--- src/rtl/fft_out_fifo_pkg.sv ---
// -----------------------------------------------------------------------------
// fft_out_fifo_pkg
// Shared FFT parameters and types used by the FFT output FIFO, its RAM and
// its interface:
//   FFT_SAMPLE_W   width of one real or imaginary sample component
//   FFT_WORD_W     width of one stored complex sample {real, imag}
//   FFT_FRAME_LEN  samples per FFT frame
//   FFT_FIFO_DEPTH default number of FIFO entries (two frames)
// -----------------------------------------------------------------------------
package fft_out_fifo_pkg;

  localparam int FFT_SAMPLE_W   = 16;
  localparam int FFT_WORD_W     = 2 * FFT_SAMPLE_W;
  localparam int FFT_FRAME_LEN  = 16;
  localparam int FFT_FIFO_DEPTH = 2 * FFT_FRAME_LEN;

  typedef logic [FFT_SAMPLE_W-1:0] sample_t;

  // Stored word layout: real part in the upper half, imaginary in the lower.
  typedef struct packed {
    sample_t re;
    sample_t im;
  } word_t;

  function automatic word_t pack_word(input sample_t re, input sample_t im);
    word_t w;
    w.re = re;
    w.im = im;
    return w;
  endfunction

endpackage

--- src/rtl/fft_out_fifo_if.sv ---
// -----------------------------------------------------------------------------
// fft_out_fifo_if
// Bundles the upstream (FFT core) and downstream handshake/data signals of
// the FFT output FIFO.
//   master modport : the environment (drives in_push/in_real/in_imag and
//                    out_stall, observes everything else)
//   slave modport  : the FIFO itself
// Signals:
//   in_push, in_real, in_imag   one sample per cycle from the FFT core
//   in_stall_F                  fewer than one frame of free space left
//   out_push_F, out_real_F,
//   out_imag_F, out_last_F      registered downstream sample stream
//   out_stall                   downstream back-pressure
//   overflow_F                  sticky drop indicator
//   count_F                     current occupancy
// -----------------------------------------------------------------------------
interface fft_out_fifo_if
  import fft_out_fifo_pkg::*;
#(
  parameter int DEPTH = FFT_FIFO_DEPTH
) ();

  localparam int CW = $clog2(DEPTH) + 1;

  logic          in_push;
  sample_t       in_real;
  sample_t       in_imag;
  logic          in_stall_F;
  logic          out_push_F;
  sample_t       out_real_F;
  sample_t       out_imag_F;
  logic          out_last_F;
  logic          out_stall;
  logic          overflow_F;
  logic [CW-1:0] count_F;

  modport master (
    output in_push, in_real, in_imag, out_stall,
    input  in_stall_F, out_push_F, out_real_F, out_imag_F, out_last_F,
           overflow_F, count_F
  );

  modport slave (
    input  in_push, in_real, in_imag, out_stall,
    output in_stall_F, out_push_F, out_real_F, out_imag_F, out_last_F,
           overflow_F, count_F
  );

endinterface

--- src/rtl/fft_fifo_mem.sv ---
// -----------------------------------------------------------------------------
// fft_fifo_mem
// DEPTH x 32-bit storage for the FFT output FIFO. One synchronous write port
// and one asynchronous (combinational) read port; contents are not reset.
// Ports:
//   clk    rising-edge clock for the write port
//   we     write enable
//   waddr  write address
//   wdata  word to store {real, imag}
//   raddr  read address
//   rdata  word at raddr, combinational
// -----------------------------------------------------------------------------
module fft_fifo_mem
  import fft_out_fifo_pkg::*;
#(
  parameter int DEPTH = FFT_FIFO_DEPTH
) (
  input  logic                     clk,
  input  logic                     we,
  input  logic [$clog2(DEPTH)-1:0] waddr,
  input  word_t                    wdata,
  input  logic [$clog2(DEPTH)-1:0] raddr,
  output word_t                    rdata
);

  word_t mem [DEPTH];

  always_ff @(posedge clk) begin
    if (we) begin
      mem[waddr] <= wdata;
    end
  end

  // Read is combinational so the pop can register the word in the same edge.
  assign rdata = mem[raddr];

endmodule

--- src/rtl/fft_out_fifo.sv ---
// -----------------------------------------------------------------------------
// fft_out_fifo
// Rate-decoupling FIFO between an FFT core (which never stalls) and a
// downstream consumer that may apply back-pressure. Samples leave in the
// order they arrived; out_last_F marks the final sample of every frame.
// Ports:
//   clk    rising-edge clock
//   reset  asynchronous, active-high reset
//   bus    fft_out_fifo_if.slave (see the interface file for signal roles)
// Behaviour summary:
//   - a push is accepted whenever the FIFO is not full, otherwise it is
//     dropped and overflow_F is set (sticky until reset);
//   - a pop happens whenever the FIFO is non-empty and out_stall is low,
//     the popped word appears on the registered outputs one edge later;
//   - there is no empty-FIFO bypass, so minimum push-to-output latency is
//     two cycles.
// -----------------------------------------------------------------------------
module fft_out_fifo
  import fft_out_fifo_pkg::*;
#(
  parameter int DEPTH     = FFT_FIFO_DEPTH,
  parameter int FRAME_LEN = FFT_FRAME_LEN
) (
  input  logic          clk,
  input  logic          reset,
  fft_out_fifo_if.slave bus
);

  localparam int AW = $clog2(DEPTH);
  localparam int CW = AW + 1;
  localparam int SW = (FRAME_LEN > 1) ? $clog2(FRAME_LEN) : 1;

  localparam logic [CW-1:0] DEPTH_C    = CW'(DEPTH);
  localparam logic [CW-1:0] FRAME_C    = CW'(FRAME_LEN);
  localparam logic [SW-1:0] LAST_IDX_C = SW'(FRAME_LEN - 1);

  // State
  logic [AW-1:0] wr_ptr_q,   wr_ptr_d;
  logic [AW-1:0] rd_ptr_q,   rd_ptr_d;
  logic [CW-1:0] count_q,    count_d;
  logic [SW-1:0] samp_cnt_q, samp_cnt_d;
  logic          out_push_q, out_push_d;
  logic          out_last_q, out_last_d;
  sample_t       out_real_q, out_real_d;
  sample_t       out_imag_q, out_imag_d;
  logic          in_stall_q, in_stall_d;
  logic          overflow_q, overflow_d;

  // Datapath
  logic  full;
  logic  empty;
  logic  do_push;
  logic  do_pop;
  word_t wr_word;
  word_t rd_word;

  assign full    = (count_q == DEPTH_C);
  assign empty   = (count_q == '0);
  // At full a push is dropped even if a pop frees a slot on the same edge.
  assign do_push = bus.in_push && !full;
  assign do_pop  = !bus.out_stall && !empty;
  assign wr_word = pack_word(bus.in_real, bus.in_imag);

  fft_fifo_mem #(
    .DEPTH (DEPTH)
  ) u_mem (
    .clk   (clk),
    .we    (do_push),
    .waddr (wr_ptr_q),
    .wdata (wr_word),
    .raddr (rd_ptr_q),
    .rdata (rd_word)
  );

  always_comb begin
    wr_ptr_d   = wr_ptr_q;
    rd_ptr_d   = rd_ptr_q;
    count_d    = count_q;
    samp_cnt_d = samp_cnt_q;
    out_push_d = 1'b0;
    out_last_d = 1'b0;
    out_real_d = out_real_q;
    out_imag_d = out_imag_q;
    overflow_d = overflow_q;

    if (do_push) begin
      // Pointers are AW bits wide, so DEPTH being a power of two makes the
      // natural roll-over the modulo-DEPTH wrap.
      wr_ptr_d = wr_ptr_q + AW'(1);
    end

    if (bus.in_push && full) begin
      overflow_d = 1'b1;
    end

    if (do_pop) begin
      rd_ptr_d   = rd_ptr_q + AW'(1);
      out_push_d = 1'b1;
      out_real_d = rd_word.re;
      out_imag_d = rd_word.im;
      out_last_d = (samp_cnt_q == LAST_IDX_C);
      samp_cnt_d = (samp_cnt_q == LAST_IDX_C) ? '0 : samp_cnt_q + SW'(1);
    end

    unique case ({do_push, do_pop})
      2'b10:   count_d = count_q + CW'(1);
      2'b01:   count_d = count_q - CW'(1);
      default: count_d = count_q;
    endcase

    // Looks at next-state occupancy so the flag lines up with count_F.
    in_stall_d = ((DEPTH_C - count_d) < FRAME_C);
  end

  always_ff @(posedge clk or posedge reset) begin
    if (reset) begin
      wr_ptr_q   <= '0;
      rd_ptr_q   <= '0;
      count_q    <= '0;
      samp_cnt_q <= '0;
      out_push_q <= 1'b0;
      out_last_q <= 1'b0;
      out_real_q <= '0;
      out_imag_q <= '0;
      in_stall_q <= 1'b0;
      overflow_q <= 1'b0;
    end else begin
      wr_ptr_q   <= wr_ptr_d;
      rd_ptr_q   <= rd_ptr_d;
      count_q    <= count_d;
      samp_cnt_q <= samp_cnt_d;
      out_push_q <= out_push_d;
      out_last_q <= out_last_d;
      out_real_q <= out_real_d;
      out_imag_q <= out_imag_d;
      in_stall_q <= in_stall_d;
      overflow_q <= overflow_d;
    end
  end

  assign bus.in_stall_F = in_stall_q;
  assign bus.out_push_F = out_push_q;
  assign bus.out_last_F = out_last_q;
  assign bus.out_real_F = out_real_q;
  assign bus.out_imag_F = out_imag_q;
  assign bus.overflow_F = overflow_q;
  assign bus.count_F    = count_q;

endmodule

--- src/flat_wrapper.sv ---
// flat-port wrapper written by rule: the top's interface ports become plain ports
module fft_out_fifo_flat import fft_out_fifo_pkg::*;
#(
  parameter int DEPTH     = FFT_FIFO_DEPTH,
  parameter int FRAME_LEN = FFT_FRAME_LEN
)
  (clk, reset, bus_in_push, bus_in_real, bus_in_imag, bus_out_stall, bus_in_stall_F, bus_out_push_F, bus_out_real_F, bus_out_imag_F, bus_out_last_F, bus_overflow_F, bus_count_F);
  fft_out_fifo_if #(.DEPTH(DEPTH)) bus_i ();
  input  logic clk;
  input  logic reset;
  input wire logic [$bits(bus_i.in_push)-1:0] bus_in_push;
  input wire logic [$bits(bus_i.in_real)-1:0] bus_in_real;
  input wire logic [$bits(bus_i.in_imag)-1:0] bus_in_imag;
  input wire logic [$bits(bus_i.out_stall)-1:0] bus_out_stall;
  output wire logic [$bits(bus_i.in_stall_F)-1:0] bus_in_stall_F;
  output wire logic [$bits(bus_i.out_push_F)-1:0] bus_out_push_F;
  output wire logic [$bits(bus_i.out_real_F)-1:0] bus_out_real_F;
  output wire logic [$bits(bus_i.out_imag_F)-1:0] bus_out_imag_F;
  output wire logic [$bits(bus_i.out_last_F)-1:0] bus_out_last_F;
  output wire logic [$bits(bus_i.overflow_F)-1:0] bus_overflow_F;
  output wire logic [$bits(bus_i.count_F)-1:0] bus_count_F;
  assign bus_i.in_push = bus_in_push;
  assign bus_i.in_real = bus_in_real;
  assign bus_i.in_imag = bus_in_imag;
  assign bus_i.out_stall = bus_out_stall;
  assign bus_in_stall_F = bus_i.in_stall_F;
  assign bus_out_push_F = bus_i.out_push_F;
  assign bus_out_real_F = bus_i.out_real_F;
  assign bus_out_imag_F = bus_i.out_imag_F;
  assign bus_out_last_F = bus_i.out_last_F;
  assign bus_overflow_F = bus_i.overflow_F;
  assign bus_count_F = bus_i.count_F;
  fft_out_fifo #(.DEPTH(DEPTH), .FRAME_LEN(FRAME_LEN)) u_core (.clk(clk), .reset(reset), .bus(bus_i));
endmodule
--- config.mk ---
export PLATFORM = sky130hd
export DESIGN_NAME = fft_out_fifo_flat
export DESIGN_NICKNAME = d
export VERILOG_FILES = /design/src/rtl/fft_out_fifo_pkg.sv /design/src/rtl/fft_out_fifo_if.sv /design/src/rtl/fft_fifo_mem.sv /design/src/rtl/fft_out_fifo.sv /design/src/flat_wrapper.sv
export SDC_FILE = /design/constraint.sdc
export NUM_CORES = 1
export LEC_CHECK = 0
export ABC_AREA = 1
export CAP_MARGIN = 0
export CELL_PAD_IN_SITES_DETAIL_PLACEMENT = 2
export CELL_PAD_IN_SITES_GLOBAL_PLACEMENT = 2
export CORE_UTILIZATION = 48
export CTS_BUF_LIST = sky130_fd_sc_hd__clkbuf_16
export CTS_CLUSTER_DIAMETER = 120
export DETAILED_ROUTE_END_ITERATION = 7
export PLACE_DENSITY_LB_ADDON = 0.15
export RECOVER_POWER = 50
export SYNTH_ARGS = -nofsm -noshare
export SYNTH_HDL_FRONTEND = slang
export SYNTH_SLANG_ARGS = --single-unit
--- constraint.sdc ---
create_clock -name clk -period 6.3 [get_ports clk]
set_input_delay 0.63 -clock clk [delete_from_list [all_inputs] [get_ports clk]]
set_output_delay 0.63 -clock clk [all_outputs]
set_load 0.05 [all_outputs]
=== Word level (Yosys, flattened, before mapping) ===
Memories as Yosys holds them, arrays and structs flattened. A register that Yosys moved wholly into a read port is not among the register bits.
Index checks and enable logic that the tools add are counted.

* Memories kept: 1
* Bits in writable memories: 1024
* Word-level logic and storage cells: 33
* Register bits: 24
* Input bits: 36

* Magnitude comparators: 1
* Reductions and logical operators: 7
* Muxes and demuxes: 6
* Equal/unequal tests: 4
* $add $sub $neg: 6

{| class="wikitable"
|+ Memory list
! name !! depth !! width !! rd ports !! clocked after memory_dff !! write ports !! line !! RTL
|-
| u_core.u_mem.mem || 32 || 32 || 1 || 1 || 1 || fft_fifo_mem.sv:26 || <nowiki>word_t mem [DEPTH];</nowiki>
|}

{| class="wikitable"
|+ Operators by type and width
! kind !! number
|-
| $pmux 6 s2 || 1
|-
| $add 5x1->5 const B || 2
|-
| $add 6x1->6 const B || 1
|-
| $eq 6x6->1 const B || 1
|-
| $logic_not 6->1 || 1
|-
| $lt 6x5->1 const B || 1
|-
| $sub 6x1->6 const B || 1
|-
| $sub 6x6->6 const A || 1
|-
| $add 4x1->4 const B || 1
|-
| $eq 4x4->1 const B || 1
|-
| $mux 1 || 4
|-
| $mux 4 || 1
|-
| $logic_and 1x1->1 || 3
|-
| $logic_not 1->1 || 3
|-
| $eq 2x1->1 const B || 1
|-
| $eq 2x2->1 const B || 1
|}

=== Logic depth before layout (Yosys ltp) ===
* Depth in word-level cells: 7
* Gate-level depth with buffers: 25
* Depth with buffers taken out: 23

=== Modules after synthesis ===
Synthesis repeated with hierarchy kept, for this count alone.

* Cell total of the unflattened synthesis: 3791
* Area, all modules: 44275.0 µm²

{| class="wikitable"
|+ By module, submodules not included
! module !! instances !! cells each !! area an instance (µm²)
|-
| fft_fifo_mem || 1 || 3504 || 41765.1
|-
| fft_out_fifo || 1 || 287 || 2509.9
|}

=== Least setup slack after synthesis ===
OpenSTA, ideal clock, no wires.

* Kind: register to register
* From: register u_core.count_q[2], in the netlist u_core.bus.count_F[2]
* To: memory u_core.u_mem.mem[11][0] (netlist bit), enable pin
* Buffers on the path: 0
* Cell stages (with the launch flop): 7
* Setup time: 0.421 ns
* Period minus slack after synthesis: 3.308 ns
* Required time: 5.879 ns
* Arrival time: 2.887 ns
* Setup slack: 2.992 ns
* Path through: dfrtp_1 inv_1 nand3_1 nor3_1 nor2_2 nand2_1 nor2_1

* Word-level cells in the longest chain between the ends: 5

{| class="wikitable"
|+ RTL lines
! what !! line !! RTL
|-
| start: declaration || fft_out_fifo.sv:40 || <nowiki>logic [CW-1:0] count_q, count_d;</nowiki>
|-
| start signal: assignment || fft_out_fifo.sv:130 || <nowiki>count_q <= count_d;</nowiki>
|-
| $eq 6x6->1 || fft_out_fifo.sv:57 || <nowiki>assign full = (count_q == DEPTH_C);</nowiki>
|-
| $logic_not 1->1 || fft_out_fifo.sv:60 || <nowiki>assign do_push = bus.in_push && !full;</nowiki>
|-
| $logic_and 1x1->1 || fft_out_fifo.sv:60 ||
|-
| $mux 1 || fft_fifo_mem.sv:29 || <nowiki>if (we) begin</nowiki>
|-
| $mux 1 (implied by the code) || fft_fifo_mem.sv:30 || <nowiki>mem[waddr] <= wdata;</nowiki>
|-
| end: declaration || fft_fifo_mem.sv:26 ||
|}

Every way passes these cells.

==> results.py <==
metrics = {
    "run_status": {
        "status": "finished, violations left",
        "violations": "max-capacitance violations, max-slew violations",
    },
    "route": {
        "drt-wirelength-per-cell_um": 38.1,
        "dr.pass1.iters": 6,
        "drc_errors": 0,
        "drt-total-wl_um": 175000,
        "routed_via_density": 6.74,
        "drtIter0Drc": 3568,
        "dr_total_vias": 30900,
        "ant_nets": 0,
    },
    "global_routing": {
        "grt_pass1_vias": 33100,
        "antenna_found_initial": 9,
        "overflow": 0,
        "grt_pass1_wl_um": 247000,
        "grtUsageTotal_pct": 38.8,
        "grt_max_degree": 179,
    },
    "critical_path": {
        "arrival_ps": 3900,
        "r2r_cells": 16,
        "cp_max_fo": 56,
        "critPathCaptureType": "asynchronous set/reset pin",
        "startpoint_type": "input port",
        "critical_path_class": "input port to asynchronous set/reset pin",
        "worstPathRequired_ps": 5630,
    },
    "timing": {
        "worst_slack_ps": 1730,
        "drv_slew": 823,
        "fmax_mhz": 219,
        "worstMarginPinSlew_ps": 3950,
        "finalHoldViolCount": 0,
        "setup_viol": 0,
        "rsz0062_at_grt": "no",
        "slew_headroom_pct": -163,
        "fin_worst_skew_ps": 32.0,
        "tns_ps": 0,
        "layout_min_cycle_time_ps": 4570,
        "post-route-period-util_pct": 72.6,
    },
    "synthesis": {
        "syn_area_per_cell_um2": 13.0,
        "synth.top_cell.area_share_pct": 72.2,
        "yosysTopAreaCell": "edfxtp_1",
        "synth_top_cells_by_area": "edfxtp_1 72%, o21ai_0 5.1%, nor2_1 4.8%",
        "synthCells": 3278,
        "ys_ff_latch": 1080,
        "ys_seq_area_share_pct": 75.5,
        "netlist_area_um2": 42600,
        "ys_types": 33,
        "yosysWarnings": 0,
        "syn-num-nets": 3323,
    },
    "cts": {
        "cts_sinks": 1080,
        "insertion_delay_ps": 720,
        "cts_tree": "built",
        "cts.root.buffer_cell": "clkbuf_16",
        "cts.path.max_buffers": 3,
        "cts_setup_buffers": 0,
        "cts.clk_slew.worst_paths_ps": 60,
        "post_cts_resized": 0,
        "cts_made_buffers": 111,
        "cts_hold_buf": 0,
        "cts-htree-levels": 3,
    },
    "die": {
        "die_y_um": 300,
        "io_pins": 78,
        "die_w_um": 300,
        "core_um2": 87300,
        "initial_core_util_pct": 48.8,
        "rows": 108,
        "die_area_um2": 89900,
    },
    "pwr": {
        "total_leakage_power_nw": 16.0,
        "peakVddDrop_mv": 0.537,
        "powerDensity_nw_per_um2": 510,
    },
    "placement": {
        "dp_worst_setup_slack_ps": 2230,
        "place.gp.congestion": 0.808,
        "io_buffer_count": 77,
        "dpl.hpwl_um": 92400,
    },
    "flow_run": {
        "maxCapViolCount": 24,
    },
    "min_path": {
        "min_path_cells": 2,
        "hp-class": "flop to flop",
    },
    "layout": {
        "nets": 3373,
        "syn2layout_area_growth_pct": 13.1,
        "drive_above_1_share_pct": 7.51,
    },
}
report_power, final:
group,internal (mW),switching [mW],total [mW],leakage (nW)
Clock,3.78,3.08,6.86,1.86
Combinational,1.97,6.77,8.74,4.20
Sequential,8.47,0.505,8.97,9.90
Total,14.2,10.4,24.6,16.0
final cells by class:
type                    count  area [um^2]
inverters                  37          163
fillers                  8026        39100
clock inverters            93          721
clock buffers             115         2880
multi-input cells        1941         9460
repair buffers            157         1320
diodes                      2         5.00
flip-flops and latches   1080        32200
well taps                1155         1450
placed cells by master (no fill, tap or decap), drive strengths merged, types with 56 or more instances in the layout:
cell / count
buf: 60
clkbuf: 140
clkinv: 56
dfrtp: 56
edfxtp: 1024
inv: 60
nand2: 392
nand3: 205
nor2: 545
o211ai: 75
o21ai: 467
o22ai: 94
flip-flops by register name, indices dropped and copies added (netlist names):
| signal | cells |
|---|---|
| u_core.bus.count_F | 6 |
| u_core.bus.in_stall_F | 1 |
| u_core.bus.out_imag_F | 16 |
| u_core.bus.out_last_F | 1 |
| u_core.bus.out_push_F | 1 |
| u_core.bus.out_real_F | 16 |
| u_core.bus.overflow_F | 1 |
| u_core.rd_ptr_q | 5 |
| u_core.samp_cnt_q | 4 |
| u_core.u_mem.mem | 1024 |
| u_core.wr_ptr_q | 5 |
metal layers:
layer	vias up	routed length, um	track usage, %
met5	-	66	0
met4	10	10200	20.3
met3	555	13800	6.14
met2	1937	86600	65.6
met1	16200	64000	48.3
li1	12100	-	-
cell usage after synthesis:
master,count
a21boi_1,1
a21o_1,1
a21oi_1,43
buf_1,19
buf_2,49
buf_4,23
buf_6,8
buf_8,2
clkbuf_1,118
clkbuf_2,1
dfrtp_1,56
edfxtp_1,1024
ha_1,9
inv_1,35
inv_2,1
inv_4,1
nand2_1,392
nand3_1,205
nand3b_1,1
nand4_1,25
nor2_1,544
nor2_2,1
nor3_1,2
nor3b_1,1
o211ai_1,75
o21ai_0,438
o21ai_1,29
o221ai_1,54
o22ai_1,94
or2_0,11
or2_1,5
xnor2_1,2
xor2_1,8
critical path, cell delays in order:
cell             delay [ps]
clkdlybuf4s50_1         400
clkinv_1                 50
clkbuf_1               2750
final timing paths:
| path | startpoint | end | slack [ps] |
|---|---|---|---|
| worst min-delay path | u_core.bus.out_imag_F[9]$_DFFE_PP0P_ | u_core.bus.out_imag_F[9]$_DFFE_PP0P_ | 490 |
| worst min register to register | u_core.bus.out_imag_F[9]$_DFFE_PP0P_ | u_core.bus.out_imag_F[9]$_DFFE_PP0P_ | 490 |
| worst max-delay path | reset | u_core.rd_ptr_q[0]$_DFFE_PP0P_ | 1730 |
| max in group clk | u_core.bus.count_F[2]$_DFF_PP0_ | u_core.bus.in_stall_F$_DFF_PP0_ | 1910 |
| min in group asynchronous | reset | u_core.rd_ptr_q[1]$_DFFE_PP0P_ | 1800 |
| worst max register to register | u_core.bus.count_F[2]$_DFF_PP0_ | u_core.bus.in_stall_F$_DFF_PP0_ | 1910 |
logic make-up (layout without fill, tap and decap cells):
logic type / Yosys count / count (layout) / synth area share, %
DFF: 1080 / 1080 / 75.5
buffers and inverters: 257 / 402 / 2.82
and+or+nand+nor: 1187 / 1187 / 11.3
adders and majority gates: 9 / 9 / 0.265
xor gates and xnor gates: 10 / 10 / 0.206
other: 0 / 2 / 0
AOI/OAI and AO/OA: 735 / 735 / 9.85
through the flow:
stage          area (um^2)  power (mW)  std cells  utilization, %  hold slack (ps)
2_1_floorplan        42600        13.7       3278               -              466
3_3_place_gp         44600        16.6       4369            51.1              451
3_5_place_dp         44600        17.3       4369            51.1              473
4_1_cts              48200        24.4       4577            55.3              499
5_1_grt              48100        25.1       4578            55.2              519
6_report             48200        24.6       4580            55.2              491
(Power assumes the default switching activity.)
